===== src/rtl/memory_writeback_stage_pkg.sv =====
// Shared constants and types for the MEM/WB boundary of the 16-bit CPU.
// Select encoding: WBS_MEM picks load data, WBS_ALU picks the ALU result.
package wb_pkg;
    localparam int DATA_W = 16;

    typedef logic [DATA_W-1:0] data_t;

    localparam logic WBS_MEM = 1'b0;
    localparam logic WBS_ALU = 1'b1;
endpackage


===== src/rtl/memory_writeback_stage_if.sv =====
// MEM -> WB boundary signals.
// master is the MEM-side producer and WB-side consumer; slave is the pipeline register.
interface memory_writeback_stage_if
    import wb_pkg::*;
#(
    parameter int DATA_W = wb_pkg::DATA_W
) ();
    logic              en;
    logic              flush;
    logic              wbs_in;
    logic [DATA_W-1:0] memData_in;
    logic [DATA_W-1:0] calcData_in;
    logic              ni_in;

    logic              wbs_out;
    logic [DATA_W-1:0] memData_out;
    logic [DATA_W-1:0] calcData_out;
    logic              ni_out;
    logic [DATA_W-1:0] wb_data;

    modport master (
        output en, flush, wbs_in, memData_in, calcData_in, ni_in,
        input  wbs_out, memData_out, calcData_out, ni_out, wb_data
    );

    modport slave (
        input  en, flush, wbs_in, memData_in, calcData_in, ni_in,
        output wbs_out, memData_out, calcData_out, ni_out, wb_data
    );
endinterface


===== src/rtl/memory_writeback_stage_mux2.sv =====
// Parameterised 2:1 mux: select=0 passes data0, select=1 passes data1.
module wb_mux2
    import wb_pkg::*;
#(
    parameter int W = wb_pkg::DATA_W
) (
    input  logic [W-1:0] data0,
    input  logic [W-1:0] data1,
    input  logic         select,
    output logic [W-1:0] out
);
    assign out = (select == WBS_ALU) ? data1 : data0;
endmodule


===== src/rtl/memory_writeback_stage.sv =====
// MEM/WB pipeline register with stall and flush, plus the final writeback-value mux.
// wb_data is built only from registered values so it never glitches on MEM inputs.
module memory_writeback_stage
    import wb_pkg::*;
#(
    parameter int DATA_W = wb_pkg::DATA_W
) (
    input  logic                     clk,
    input  logic                     rst,
    memory_writeback_stage_if.slave  bus
);
    logic              wbs_reg;
    logic [DATA_W-1:0] mem_data_reg;
    logic [DATA_W-1:0] calc_data_reg;
    logic              ni_reg;
    logic [DATA_W-1:0] wb_data_mux;

    // Flush clears exactly like reset so a bubble carries no writeback.
    always_ff @(posedge clk) begin
        if (rst || bus.flush) begin
            wbs_reg       <= WBS_MEM;
            mem_data_reg  <= '0;
            calc_data_reg <= '0;
            ni_reg        <= 1'b0;
        end else if (bus.en) begin
            wbs_reg       <= bus.wbs_in;
            mem_data_reg  <= bus.memData_in;
            calc_data_reg <= bus.calcData_in;
            ni_reg        <= bus.ni_in;
        end
    end

    wb_mux2 #(.W(DATA_W)) u_wb_mux (
        .data0  (mem_data_reg),
        .data1  (calc_data_reg),
        .select (wbs_reg),
        .out    (wb_data_mux)
    );

    assign bus.wbs_out      = wbs_reg;
    assign bus.memData_out  = mem_data_reg;
    assign bus.calcData_out = calc_data_reg;
    assign bus.ni_out       = ni_reg;
    assign bus.wb_data      = wb_data_mux;
endmodule


===== src/flat_wrapper.sv =====
// flat-port wrapper written by rule: the top's interface ports become plain ports
module memory_writeback_stage_flat import wb_pkg::*;
#(
    parameter int DATA_W = wb_pkg::DATA_W
)
  (clk, rst, bus_en, bus_flush, bus_wbs_in, bus_memData_in, bus_calcData_in, bus_ni_in, bus_wbs_out, bus_memData_out, bus_calcData_out, bus_ni_out, bus_wb_data);
  memory_writeback_stage_if #(.DATA_W(DATA_W)) bus_i ();
  input  logic clk;
  input  logic rst;
  input wire logic [$bits(bus_i.en)-1:0] bus_en;
  input wire logic [$bits(bus_i.flush)-1:0] bus_flush;
  input wire logic [$bits(bus_i.wbs_in)-1:0] bus_wbs_in;
  input wire logic [$bits(bus_i.memData_in)-1:0] bus_memData_in;
  input wire logic [$bits(bus_i.calcData_in)-1:0] bus_calcData_in;
  input wire logic [$bits(bus_i.ni_in)-1:0] bus_ni_in;
  output wire logic [$bits(bus_i.wbs_out)-1:0] bus_wbs_out;
  output wire logic [$bits(bus_i.memData_out)-1:0] bus_memData_out;
  output wire logic [$bits(bus_i.calcData_out)-1:0] bus_calcData_out;
  output wire logic [$bits(bus_i.ni_out)-1:0] bus_ni_out;
  output wire logic [$bits(bus_i.wb_data)-1:0] bus_wb_data;
  assign bus_i.en = bus_en;
  assign bus_i.flush = bus_flush;
  assign bus_i.wbs_in = bus_wbs_in;
  assign bus_i.memData_in = bus_memData_in;
  assign bus_i.calcData_in = bus_calcData_in;
  assign bus_i.ni_in = bus_ni_in;
  assign bus_wbs_out = bus_i.wbs_out;
  assign bus_memData_out = bus_i.memData_out;
  assign bus_calcData_out = bus_i.calcData_out;
  assign bus_ni_out = bus_i.ni_out;
  assign bus_wb_data = bus_i.wb_data;
  memory_writeback_stage #(.DATA_W(DATA_W)) u_core (.clk(clk), .rst(rst), .bus(bus_i));
endmodule

===== config.mk =====
export PLATFORM = sky130hd
export DESIGN_NAME = memory_writeback_stage_flat
export DESIGN_NICKNAME = d
export VERILOG_FILES = /design/src/rtl/memory_writeback_stage_pkg.sv /design/src/rtl/memory_writeback_stage_if.sv /design/src/rtl/memory_writeback_stage_mux2.sv /design/src/rtl/memory_writeback_stage.sv /design/src/flat_wrapper.sv
export SDC_FILE = /design/constraint.sdc
export NUM_CORES = 1
export LEC_CHECK = 0
export CAP_MARGIN = 25
export CORE_MARGIN = 3
export CORE_UTILIZATION = 41
export CTS_BUF_LIST = sky130_fd_sc_hd__clkbuf_4 sky130_fd_sc_hd__clkbuf_8
export CTS_CLUSTER_DIAMETER = 100
export DETAILED_ROUTE_END_ITERATION = 8
export PLACE_DENSITY = 0.87
export REMOVE_ABC_BUFFERS = 1
export SYNTH_ARGS = -nofsm -noshare
export SYNTH_HDL_FRONTEND = slang
export SYNTH_SLANG_ARGS = --single-unit
export TNS_END_PERCENT = 5

===== constraint.sdc =====
create_clock -name clk -period 3.2 [get_ports clk]
set_input_delay 0.96 -clock clk [delete_from_list [all_inputs] [get_ports clk]]
set_output_delay 0.96 -clock clk [all_outputs]
set_load 0.02 [all_outputs]

==> impl_table.tex, run 1 <==
\begin{tabular}{lr}
\hline
Metric & Value \\
\hline
\multicolumn{2}{l}{\textbf{Outcome}} \\
\quad Result of the run & complete, no violations \\
\multicolumn{2}{l}{\textbf{Detailed routing}} \\
\quad Post-detailed-route via-to-cell ratio & 4.71 \\
\quad Final WL & 3.76 mm \\
\quad DRC violations left & 0 \\
\quad Number of iterations in the first detailed-routing pass & 4 \\
\quad DR WL/cell & 14.3 µm \\
\quad Starting DRC count in detailed routing & 40 \\
\quad Post-route antenna net violation count & 0 \\
\quad DR vias & 1239 \\
\multicolumn{2}{l}{\textbf{Floorplan}} \\
\quad Top-Level Pins & 88 \\
\quad Full die area & 0.00430 mm² \\
\quad Die outline height & 65.6 µm \\
\quad Core region area & 0.00339 mm² \\
\quad Initial core utilization & 0.429 \\
\quad Row cnt & 21 \\
\quad Die outline width & 65.6 µm \\
\multicolumn{2}{l}{\textbf{Critical path}} \\
\quad Endpoint class of the critical path & output port \\
\quad Buffers \& Inverters on Critical Path & 2 \\
\quad Cell breakdown of the critical path & buf\_4, mux2\_2, clkdlybuf4s50\_1 \\
\quad Crit-path max cell delay & 0.54 ns \\
\quad Worst EP arrival & 1.77 ns \\
\quad Data required time at the worst endpoint & 2.24 ns \\
\quad Largest delay share family, worst path & buffers and inverters \\
\quad CP Class & reg -> out \\
\quad Crit-path slowest cell & sky130\_fd\_sc\_hd\_\_clkdlybuf4s50\_1 \\
\quad Crit path launch type & flop \\
\quad Worst-path fanout max & 11 \\
\multicolumn{2}{l}{\textbf{Layout}} \\
\quad Net total in the final layout & 256 \\
\quad Area growth from synthesis to layout & 61.3\% \\
\quad Number of diodes added for antenna fixing & 0 \\
\quad Ratio of cells with drive above 1 in the final layout & 0.129 \\
\multicolumn{2}{l}{\textbf{Synth}} \\
\quad Share of Yosys cell area claimed by the top area cell type & 0.468 \\
\quad Post-synthesis instance total & 129 \\
\quad Number of enable-type register cells in the synthesized netlist & 0 \\
\quad Flop and latch count out of synthesis & 34 \\
\quad Post-synthesis sequential area ratio & 0.468 \\
\quad Post-synthesis cell type count & 8 \\
\quad Synth async-reset ratio & 0 \\
\quad Top post-synthesis cells by area & sky130\_fd\_sc\_hd\_\_dfxtp\_1 47\%, sky130\_fd\_sc\_hd\_\_mux2i\_1 23\%, sky130\_fd\_sc\_hd\_\_mux2\_2 12\%, sky130\_fd\_sc\_hd\_\_nor2\_1 8.8\%, sky130\_fd\_sc\_hd\_\_buf\_6 4.6\% \\
\quad Top FF cell, synth & sky130\_fd\_sc\_hd\_\_dfxtp\_1 \\
\quad Cell area after synthesis & 0.00146 mm² \\
\quad Area leader, netlist & sky130\_fd\_sc\_hd\_\_dfxtp\_1 \\
\quad Commonest cells post-synth & 34 x sky130\_fd\_sc\_hd\_\_dfxtp\_1, 34 x sky130\_fd\_sc\_hd\_\_mux2i\_1, 34 x sky130\_fd\_sc\_hd\_\_nor2\_1 \\
\quad Post-synthesis average cell area & 11.3 µm² \\
\quad Number of warning messages in the yosys log & 0 \\
\multicolumn{2}{l}{\textbf{Clock network}} \\
\quad Clock insertion delay at the later pin of the skew report & 0.32 ns \\
\quad H-tree Lvls & 2 \\
\quad Post-CTS Repair Setup Buffers & 0 \\
\quad Total clock buffers created by CTS & 5 \\
\quad Post-CTS clock slew at the launch and capture registers of the worst setup and hold paths & 0.09 ns \\
\quad Number of resized instances in the post-cts repair step & 0 \\
\quad Library cell used as clock root buffer & sky130\_fd\_sc\_hd\_\_clkbuf\_4 \\
\quad TritonCTS clock tree & done \\
\quad Maximum buffer depth of the clock tree & 2 \\
\quad Hold-fix buffer count after cts & 0 \\
\quad Num Clock Sinks & 34 \\
\multicolumn{2}{l}{\textbf{Power and ir drop}} \\
\quad Static power due to leakage & 0.975 nW \\
\quad VDD IR max & 0.000237 V \\
\quad Overall power after layout & 851 µW \\
\quad Power density cells & 363 mW/mm² \\
\multicolumn{2}{l}{\textbf{Timing}} \\
\quad Achievable frequency & 366 MHz \\
\quad Finish-stage setup viols & 0 \\
\quad Sum Neg Setup Slack & 0 ns \\
\quad Final period demand of the worst path & 2.73 ns \\
\quad Worst-margin pin slew & 0.524 ns \\
\quad Final clock skew & 0 ns \\
\quad Post-route setup slack & 0.468 ns \\
\quad Worst relative slew slack & 0.650 \\
\quad Count of final hold-check violations & 0 \\
\quad Share of the clock period used by the worst path & 0.854 \\
\quad Unrepaired setup endpoints after global routing & false \\
\quad Fin. max-slew vios & 0 \\
\multicolumn{2}{l}{\textbf{Global routing}} \\
\quad Global-route wire length before repair & 6.12 mm \\
\quad Remaining global-route overflow & 0 \\
\quad GRT Overall Usage & 0.190 \\
\quad Antenna violations before repair & 0 \\
\quad Largest net degree at the start of global routing & 21 \\
\quad Number of global-route vias before repair & 1254 \\
\multicolumn{2}{l}{\textbf{Hold path}} \\
\quad Worst min path class & reg -> reg \\
\multicolumn{2}{l}{\textbf{Placement}} \\
\quad Port bufs & 87 \\
\quad Gp weighted congestion & 0.642 \\
\quad DP Worst Slack & 0.779 ns \\
\quad Post-detail-place hpwl & 2.98 mm \\
\multicolumn{2}{l}{\textbf{Job}} \\
\quad Max-cap viol count & 0 \\
\hline
\end{tabular}
==> per-stage QoR <==
| stage | hold WS [ns] | std cells | cell area [µm²] | utilization |
|---|---|---|---|---|
| floorplan | 0.583 | 119 | 1340 | - |
| global placement | 0.486 | 257 | 2300 | 0.677 |
| detailed placement | 0.513 | 257 | 2300 | 0.677 |
| CTS | 0.533 | 263 | 2350 | 0.693 |
| global route | 0.559 | 263 | 2350 | 0.693 |
| finish | 0.526 | 263 | 2350 | 0.693 |
==> routing by layer <==
layer / vias to the layer above / routed length, µm / track usage
li1: 607 / - / -
met1: 571 / 1580 / 0.206
met2: 56 / 1840 / 0.335
met3: 5 / 299 / 0.0684
met4: 0 / 36 / 0.0699
met5: - / 0 / 0
==> path summary, 6_finish.rpt <==
path	from	end	slack, ns	depth (start not counted)
min	u_core.bus.memData_out[7]	u_core.bus.memData_out[7]	0.53	2
max	u_core.bus.wbs_out	bus_wb_data[5]	0.47	3
min reg2reg	u_core.bus.memData_out[7]	u_core.bus.memData_out[7]	0.53	2
max reg2reg	u_core.bus.wbs_out	u_core.bus.wbs_out	2.43	3
==> power by group <==
part           internal, mW  switching (mW)
sequential            0.437          0.0101
clock                0.0989           0.127
combinational         0.104          0.0743
total                 0.640           0.211
==> sequential cells by signal (all words and copies together) (netlist names) <==
name and flops:
u_core.bus.calcData_out 16, u_core.bus.ni_out 1, u_core.bus.memData_out 16, u_core.bus.wbs_out 1
==> cells by family (layout without fill, tap and decap cells) <==
kind of cell	Yosys count	count (layout)	synth area share
buffers and inverters	10	98	0.0825
and+or+nand+nor	35	35	0.0920
DFF	34	34	0.468
muxes	50	50	0.358
==> cells in the final DEF (no fill, tap or decap), drive strengths merged <==
cell / n
clkdlybuf4s50: 86
buf: 6
clkbuf: 6
dfxtp: 34
or2: 1
nor2: 34
mux2i: 34
mux2: 16
==> final cells by class <==
cell class / count / area [µm²]
clock buffer: 6 / 51.3
fill: 261 / 1040
multi-input combinational: 85 / 654
sequential: 34 / 681
tap: 46 / 57.6
timing repair buffer: 92 / 903
==> tightest hold or removal path: stages, from the launching register on <==
cell,delay [ns]
sky130_fd_sc_hd__dfxtp_1,0.35
sky130_fd_sc_hd__mux2i_1,0.07
sky130_fd_sc_hd__nor2_1,0.08
Note: power is estimated with default switching activity, not from simulation.
==> run 2: changes to the inputs <==
--- a/config.mk
+++ b/config.mk
@@ -11,7 +11,7 @@
 export CTS_BUF_LIST = sky130_fd_sc_hd__clkbuf_4 sky130_fd_sc_hd__clkbuf_8
 export CTS_CLUSTER_DIAMETER = 100
 export DETAILED_ROUTE_END_ITERATION = 8
-export PLACE_DENSITY = 0.87
+export PLACE_DENSITY = 0.89
 export REMOVE_ABC_BUFFERS = 1
 export SYNTH_ARGS = -nofsm -noshare
 export SYNTH_HDL_FRONTEND = slang
==> run 2 against run 1 <==
Effect of this change:
- hold slack got worse by 0.021 ns
- sequential power barely moved
- fmax rose by 1.0%
- sequential share of layout area barely moved
- register-to-register slack got worse by 0.02 ns
- combinational power barely moved
- clock-buffer cell count rose by 1
- wire length fell by 9.3%
- global-route usage fell by 1.9 points
- critical endpoint is now bus_wb_data[8]
==> impl_table.tex, run 2 (synthesis results as in run 1) <==
\begin{tabular}{lr}
\hline
Metric & Value \\
\hline
\multicolumn{2}{l}{\textbf{Outcome}} \\
\quad Result of the run & complete, no violations \\
\multicolumn{2}{l}{\textbf{Critical path}} \\
\quad Worst R2R Setup Slack & 2.41 ns (-0.02 ns) \\
\quad CP Class & reg -> out \\
\quad Worst Setup SP & u\_core.bus.wbs\_out \\
\quad Data required time at the worst endpoint & 2.24 ns (about the same) \\
\quad Cell count of the worst reg-to-reg path & 3 (unchanged) \\
\quad Endpoint class of the critical path & output port \\
\quad Worst-path fanout max & 10 (-1) \\
\quad Last element of the critical path & bus\_wb\_data[8] \\
\quad Worst EP arrival & 1.74 ns (-0.03 ns) \\
\quad Beginning of the worst register-to-register path & u\_core.bus.wbs\_out \\
\quad Capture instance of the worst register-to-register path & u\_core.bus.wbs\_out \\
\quad Crit path launch type & flop \\
\multicolumn{2}{l}{\textbf{Clock network}} \\
\quad H-tree Lvls & 2 (unchanged) \\
\quad Post-CTS clock slew at the launch and capture registers of the worst setup and hold paths & 0.09 ns (about the same) \\
\quad Hold-fix buffer count after cts & 0 (unchanged) \\
\quad Library cell used as clock root buffer & sky130\_fd\_sc\_hd\_\_clkbuf\_4 \\
\quad Total clock buffers created by CTS & 5 (unchanged) \\
\quad Num Clock Sinks & 34 (unchanged) \\
\quad Clock insertion delay at the later pin of the skew report & 0.32 ns (about the same) \\
\quad Number of resized instances in the post-cts repair step & 0 (unchanged) \\
\quad Maximum buffer depth of the clock tree & 2 (unchanged) \\
\quad TritonCTS clock tree & done \\
\quad Post-CTS Repair Setup Buffers & 0 (unchanged) \\
\multicolumn{2}{l}{\textbf{Power and ir drop}} \\
\quad Power density cells & 361 mW/mm² (-0.31\%) \\
\quad Static power due to leakage & 0.977 nW (+0.21\%) \\
\quad VDD IR max & 0.000190 V (-20\%) \\
\multicolumn{2}{l}{\textbf{Detailed routing}} \\
\quad Post-route antenna net violation count & 0 (unchanged) \\
\quad Post-detailed-route via-to-cell ratio & 4.69 (-0.46\%) \\
\quad Final WL & 3.41 mm (-9.3\%) \\
\quad Starting DRC count in detailed routing & 53 (+33\%) \\
\quad DR vias & 1238 (-0.081\%) \\
\quad DRC violations left & 0 (unchanged) \\
\quad DR WL/cell & 12.9 µm (-9.7\%) \\
\quad Number of iterations in the first detailed-routing pass & 3 (-1) \\
\multicolumn{2}{l}{\textbf{Placement}} \\
\quad Post-detail-place hpwl & 2.51 mm (-16\%) \\
\quad Gp weighted congestion & 0.634 (-1.2\%) \\
\quad Instance area after placement & 0.00230 mm² (unchanged) \\
\quad Port bufs & 87 (unchanged) \\
\multicolumn{2}{l}{\textbf{Timing}} \\
\quad Unrepaired setup endpoints after global routing & false \\
\quad Worst relative slew slack & 0.771 (+0.121) \\
\quad Final period demand of the worst path & 2.70 ns (-0.0277 ns) \\
\quad Worst-margin pin slew & 0.343 ns (-0.181 ns) \\
\quad Share of the clock period used by the worst path & 0.845 (-0.00867) \\
\quad Final hold slack & 0.505 ns (-0.0211 ns) \\
\quad Sum Neg Setup Slack & 0 ns (unchanged) \\
\quad Count of final hold-check violations & 0 (unchanged) \\
\quad Fin. max-slew vios & 0 (unchanged) \\
\quad Finish-stage setup viols & 0 (unchanged) \\
\quad Final clock skew & 0 ns (unchanged) \\
\quad Achievable frequency & 370 MHz (+1.0\%) \\
\multicolumn{2}{l}{\textbf{Floorplan}} \\
\quad Die outline height & 65.6 µm (unchanged) \\
\quad Row cnt & 21 (unchanged) \\
\quad Full die area & 0.00430 mm² (unchanged) \\
\quad Initial core utilization & 0.429 (unchanged) \\
\quad Die outline width & 65.6 µm (unchanged) \\
\quad Core region area & 0.00339 mm² (unchanged) \\
\quad Top-Level Pins & 88 (unchanged) \\
\multicolumn{2}{l}{\textbf{Global routing}} \\
\quad GRT Overall Usage & 0.171 (-0.0186) \\
\quad Global-route wire length before repair & 5.66 mm (-7.5\%) \\
\quad Largest net degree at the start of global routing & 35 (+67\%) \\
\quad Number of global-route vias before repair & 1217 (-3.0\%) \\
\quad Remaining global-route overflow & 0 (unchanged) \\
\quad Antenna violations before repair & 0 (unchanged) \\
\multicolumn{2}{l}{\textbf{Layout}} \\
\quad Area growth from synthesis to layout & 61.4\% (about the same) \\
\quad Final Instance Area & 0.00235 mm² (about the same) \\
\quad Commonest non-fill, non-tap cell in the layout & sky130\_fd\_sc\_hd\_\_clkdlybuf4s50\_1 \\
\quad Ratio of cells with drive above 1 in the final layout & 0.133 (+0.00400) \\
\quad Number of diodes added for antenna fixing & 0 (unchanged) \\
\quad Net total in the final layout & 256 (unchanged) \\
\quad Most frequent cells in the layout & 86 x sky130\_fd\_sc\_hd\_\_clkdlybuf4s50\_1, 34 x sky130\_fd\_sc\_hd\_\_mux2i\_1, 34 x sky130\_fd\_sc\_hd\_\_nor2\_1, 34 x sky130\_fd\_sc\_hd\_\_dfxtp\_1, 16 x sky130\_fd\_sc\_hd\_\_mux2\_2 \\
\multicolumn{2}{l}{\textbf{Hold path}} \\
\quad Worst min path class & reg -> reg \\
\multicolumn{2}{l}{\textbf{Job}} \\
\quad Max-cap viol count & 0 (unchanged) \\
\hline
\end{tabular}
[run 2: cell types whose count changed in the layout (fill, tap and decap cells not counted)]
cell,delta
sky130_fd_sc_hd__clkbuf_8,-1
sky130_fd_sc_hd__clkbuf_4,+2
[run 2: area by class of cell]
| type | instances | area, µm² |
|---|---|---|
| Multi-Input combinational cell | 85 | 654 |
| Tap cell | 46 | 57.6 |
| Timing Repair Buffer | 92 | 903 |
| Sequential cell | 34 | 681 |
| Clock buffer | 7 | 52.6 |
| Fill cell | 259 | 1040 |
[run 2: metrics by stage]
step | instances | worst slack [ns] | total power [mW] | utilization
floorplan | 119 | 1.02 | 0.526 | -
global placement | 257 | 0.869 | 0.630 | 0.677
detailed placement | 257 | 0.840 | 0.633 | 0.677
CTS | 264 | 0.461 | 0.864 | 0.693
global route | 264 | 0.414 | 0.900 | 0.693
finish | 264 | 0.496 | 0.849 | 0.693
[run 2: worst min-delay path by stage]
stage,cells past startpoint,to,slack (ns),start
floorplan,2,u_core.bus.ni_out,0.58,u_core.bus.ni_out
detailed placement,2,u_core.bus.ni_out,0.48,u_core.bus.ni_out
global placement,2,u_core.bus.ni_out,0.48,u_core.bus.ni_out
global route,2,u_core.bus.ni_out,0.56,u_core.bus.ni_out
CTS,2,u_core.bus.ni_out,0.51,u_core.bus.ni_out
finish,2,u_core.bus.ni_out,0.50,u_core.bus.ni_out
[run 2: worst max-delay path, stage by stage (launching register included)]
cell and delay [ns]:
sky130_fd_sc_hd__dfxtp_1 0.34, sky130_fd_sc_hd__buf_4 0.19, sky130_fd_sc_hd__mux2_2 0.36, sky130_fd_sc_hd__clkdlybuf4s50_1 0.54
[run 2: per-layer routing]
metal  share of wire  vias up  global-route usage  wire length [µm]
li1                -      609                   -                 -
met1            0.44      555               0.213              1510
met2            0.43       69               0.255              1470
met3            0.12        5              0.0821               398
met4          0.0088        0              0.0622                30
met5               0        -                   0                 0
[run 2: report_power, final]
group          total [mW]  switching, mW  internal, mW
clock               0.227          0.127        0.0998
combinational       0.175         0.0713         0.104
sequential          0.447        0.00991         0.437
total               0.849          0.208         0.641
==> run 3: changes to the inputs <==
--- a/config.mk
+++ b/config.mk
@@ -7,11 +7,11 @@
 export LEC_CHECK = 0
 export CAP_MARGIN = 25
 export CORE_MARGIN = 3
-export CORE_UTILIZATION = 41
+export CORE_UTILIZATION = 38
 export CTS_BUF_LIST = sky130_fd_sc_hd__clkbuf_4 sky130_fd_sc_hd__clkbuf_8
 export CTS_CLUSTER_DIAMETER = 100
 export DETAILED_ROUTE_END_ITERATION = 8
-export PLACE_DENSITY = 0.89
+export PLACE_DENSITY = 0.84
 export REMOVE_ABC_BUFFERS = 1
 export SYNTH_ARGS = -nofsm -noshare
 export SYNTH_HDL_FRONTEND = slang
==> constraint.sdc (replaced) <==
create_clock -name clk -period 2.6 [get_ports clk]
set_input_delay 0.78 -clock clk [delete_from_list [all_inputs] [get_ports clk]]
set_output_delay 0.78 -clock clk [all_outputs]
set_load 0.02 [all_outputs]
==> run 3 against run 2 <==
Effect of this change:
- critical path depth stayed put
- die area is 7.2% higher
- sequential power is 23% higher
- clock skew stayed put
- via count is 0.57% higher
- cell count is 0.38% higher
- register-to-register slack worse by 0.56 ns
- sequential cell count stayed put
- clock-buffer cell count is 1 higher
- sequential share of layout area is 0.84 points lower
- non-clock buffer count stayed put
- global-route usage is 1.1 points lower
- critical path type unchanged
- critical endpoint is now bus_wb_data[15]
- largest cell class unchanged
- highest routed layer unchanged
==> impl_table.tex, run 3 (synthesis results as in run 1) <==
\begin{tabular}{lr}
\hline
Metric & Value \\
\hline
\multicolumn{2}{l}{\textbf{Critical path}} \\
\quad Beginning of the worst register-to-register path & u\_core.bus.wbs\_out \\
\quad Cell count of the worst reg-to-reg path & 3 (unchanged) \\
\quad Worst-path fanout max & 11 (+1) \\
\quad Crit path launch type & flop \\
\quad Cell breakdown of the critical path & buf\_4, mux2\_2, clkdlybuf4s50\_1 \\
\quad Endpoint class of the critical path & output port \\
\quad Crit-path slowest cell & sky130\_fd\_sc\_hd\_\_clkdlybuf4s50\_1 \\
\quad Crit-path max cell delay & 0.55 ns (about the same) \\
\quad CP Class & reg -> out \\
\quad Worst Setup SP & u\_core.bus.wbs\_out \\
\quad Worst EP arrival & 1.71 ns (-0.03 ns) \\
\quad Data required time at the worst endpoint & 1.82 ns (-0.42 ns) \\
\multicolumn{2}{l}{\textbf{Hold path}} \\
\quad Worst min path class & reg -> reg \\
\quad Worst hold path depth & 2 (unchanged) \\
\quad Hold path start & u\_core.bus.ni\_out \\
\multicolumn{2}{l}{\textbf{Power and ir drop}} \\
\quad Static power due to leakage & 1.01 nW (+3.0\%) \\
\quad VDD IR max & 0.000277 V (+45\%) \\
\quad Power density cells & 502 mW/mm² (+39\%) \\
\multicolumn{2}{l}{\textbf{Layout}} \\
\quad Commonest non-fill, non-tap cell in the layout & sky130\_fd\_sc\_hd\_\_clkdlybuf4s50\_1 \\
\quad Ratio of cells with drive above 1 in the final layout & 0.137 (+0.00396) \\
\quad Number of diodes added for antenna fixing & 0 (unchanged) \\
\quad Area growth from synthesis to layout & 66.2\% \\
\quad Net total in the final layout & 256 (unchanged) \\
\quad Most frequent cells in the layout & 86 x sky130\_fd\_sc\_hd\_\_clkdlybuf4s50\_1, 34 x sky130\_fd\_sc\_hd\_\_mux2i\_1, 34 x sky130\_fd\_sc\_hd\_\_nor2\_1, 34 x sky130\_fd\_sc\_hd\_\_dfxtp\_1, 16 x sky130\_fd\_sc\_hd\_\_mux2\_2 \\
\multicolumn{2}{l}{\textbf{Detailed routing}} \\
\quad DRC violations left & 0 (unchanged) \\
\quad DR WL/cell & 13.3 µm (+3.0\%) \\
\quad Final WL & 3.52 mm (+3.3\%) \\
\quad Post-route antenna net violation count & 0 (unchanged) \\
\quad Number of iterations in the first detailed-routing pass & 4 (+1) \\
\quad DR vias & 1245 (+0.57\%) \\
\quad Post-detailed-route via-to-cell ratio & 4.70 (+0.19\%) \\
\quad Starting DRC count in detailed routing & 33 (-38\%) \\
\multicolumn{2}{l}{\textbf{Timing}} \\
\quad Share of the clock period used by the worst path & 0.959 \\
\quad Final clock skew & 0 ns (unchanged) \\
\quad Count of final hold-check violations & 0 (unchanged) \\
\quad Achievable frequency & 401 MHz \\
\quad Fin. max-slew vios & 0 (unchanged) \\
\quad Worst-margin pin slew & 0.520 ns (+0.177 ns) \\
\quad Sum Neg Setup Slack & 0 ns (unchanged) \\
\quad Finish-stage setup viols & 0 (unchanged) \\
\quad Unrepaired setup endpoints after global routing & false \\
\quad Post-route setup slack & 0.105 ns (-0.391 ns) \\
\quad Final period demand of the worst path & 2.49 ns \\
\quad Worst relative slew slack & 0.654 (-0.118) \\
\multicolumn{2}{l}{\textbf{Clock network}} \\
\quad H-tree Lvls & 2 (unchanged) \\
\quad Clock insertion delay at the later pin of the skew report & 0.27 ns (-0.05 ns) \\
\quad Num Clock Sinks & 34 (unchanged) \\
\quad Total clock buffers created by CTS & 5 (unchanged) \\
\quad Hold-fix buffer count after cts & 0 (unchanged) \\
\quad Maximum buffer depth of the clock tree & 2 (unchanged) \\
\quad Library cell used as clock root buffer & sky130\_fd\_sc\_hd\_\_clkbuf\_8 \\
\quad TritonCTS clock tree & done \\
\quad Number of resized instances in the post-cts repair step & 0 (unchanged) \\
\quad Post-CTS clock slew at the launch and capture registers of the worst setup and hold paths & 0.07 ns (-0.02 ns) \\
\quad Post-CTS Repair Setup Buffers & 0 (unchanged) \\
\multicolumn{2}{l}{\textbf{Global routing}} \\
\quad Number of global-route vias before repair & 1234 (+1.4\%) \\
\quad Largest net degree at the start of global routing & 19 (-46\%) \\
\quad GRT Overall Usage & 0.160 (-0.0111) \\
\quad Antenna violations before repair & 0 (unchanged) \\
\quad Remaining global-route overflow & 0 (unchanged) \\
\quad Global-route wire length before repair & 5.53 mm (-2.2\%) \\
\multicolumn{2}{l}{\textbf{Floorplan}} \\
\quad Die outline width & 67.9 µm (+3.5\%) \\
\quad Initial core utilization & 0.413 (-0.0160) \\
\quad Row cnt & 21 (unchanged) \\
\quad Top-Level Pins & 88 (unchanged) \\
\quad Die outline height & 67.9 µm (+3.5\%) \\
\quad Core region area & 0.00352 mm² (+3.9\%) \\
\quad Full die area & 0.00461 mm² (+7.2\%) \\
\multicolumn{2}{l}{\textbf{Placement}} \\
\quad Gp weighted congestion & 0.629 (-0.87\%) \\
\quad Post-detail-place hpwl & 2.74 mm (+8.8\%) \\
\quad Port bufs & 87 (unchanged) \\
\quad DP Worst Slack & 0.397 ns (-0.442 ns) \\
\multicolumn{2}{l}{\textbf{Job}} \\
\quad Max-cap viol count & 0 (unchanged) \\
\multicolumn{2}{l}{\textbf{Outcome}} \\
\quad Result of the run & complete, no violations \\
\hline
\end{tabular}
[run 3: power breakdown]
part           internal, mW  switching [mW]  total [mW]
Clock                 0.267           0.176       0.443
Combinational         0.130          0.0894       0.219
Sequential            0.538          0.0124       0.551
[run 3: stage by stage]
stage | std cells | power [mW] | cell area [µm²] | utilization | hold slack (ns)
after global routing | 265 | 1.27 | 2420 | 0.687 | 0.550
final | 265 | 1.21 | 2420 | 0.687 | 0.511
after global placement | 257 | 0.778 | 2310 | 0.656 | 0.477
after detailed placement | 257 | 0.783 | 2310 | 0.656 | 0.496
after CTS | 265 | 1.23 | 2420 | 0.687 | 0.513
after floorplan | 119 | 0.648 | 1340 | - | 0.583
[run 3: worst paths after layout]
kind	end	slack (ns)
setup / recovery	bus_wb_data[15]	0.11
hold reg to reg	u_core.bus.ni_out	0.51
hold / removal	u_core.bus.ni_out	0.51
setup reg to reg	u_core.bus.wbs_out	1.85
[run 3: area by class of cell]
class / instances / area [µm²]
fillers: 270 / 1100
repair buffers: 92 / 916
flip-flops and latches: 34 / 681
multi-input cells: 85 / 654
clock buffers: 8 / 110
well taps: 46 / 57.6
[run 3: per-layer routing]
layer	vias to the layer above	global-route usage	wire, µm
met2	68	0.272	1630
met4	0	0.0372	25
li1	606	-	-
met1	568	0.183	1460
met3	3	0.0722	402
met5	-	0	0
[run 3: critical path: cells and delay by family (launching register included)]
| family | cells | cell delay, ns |
|---|---|---|
| multiplexers | 1 | 0.35 |
| flip-flops | 1 | 0.33 |
| buffers and inverters | 2 | 0.75 |
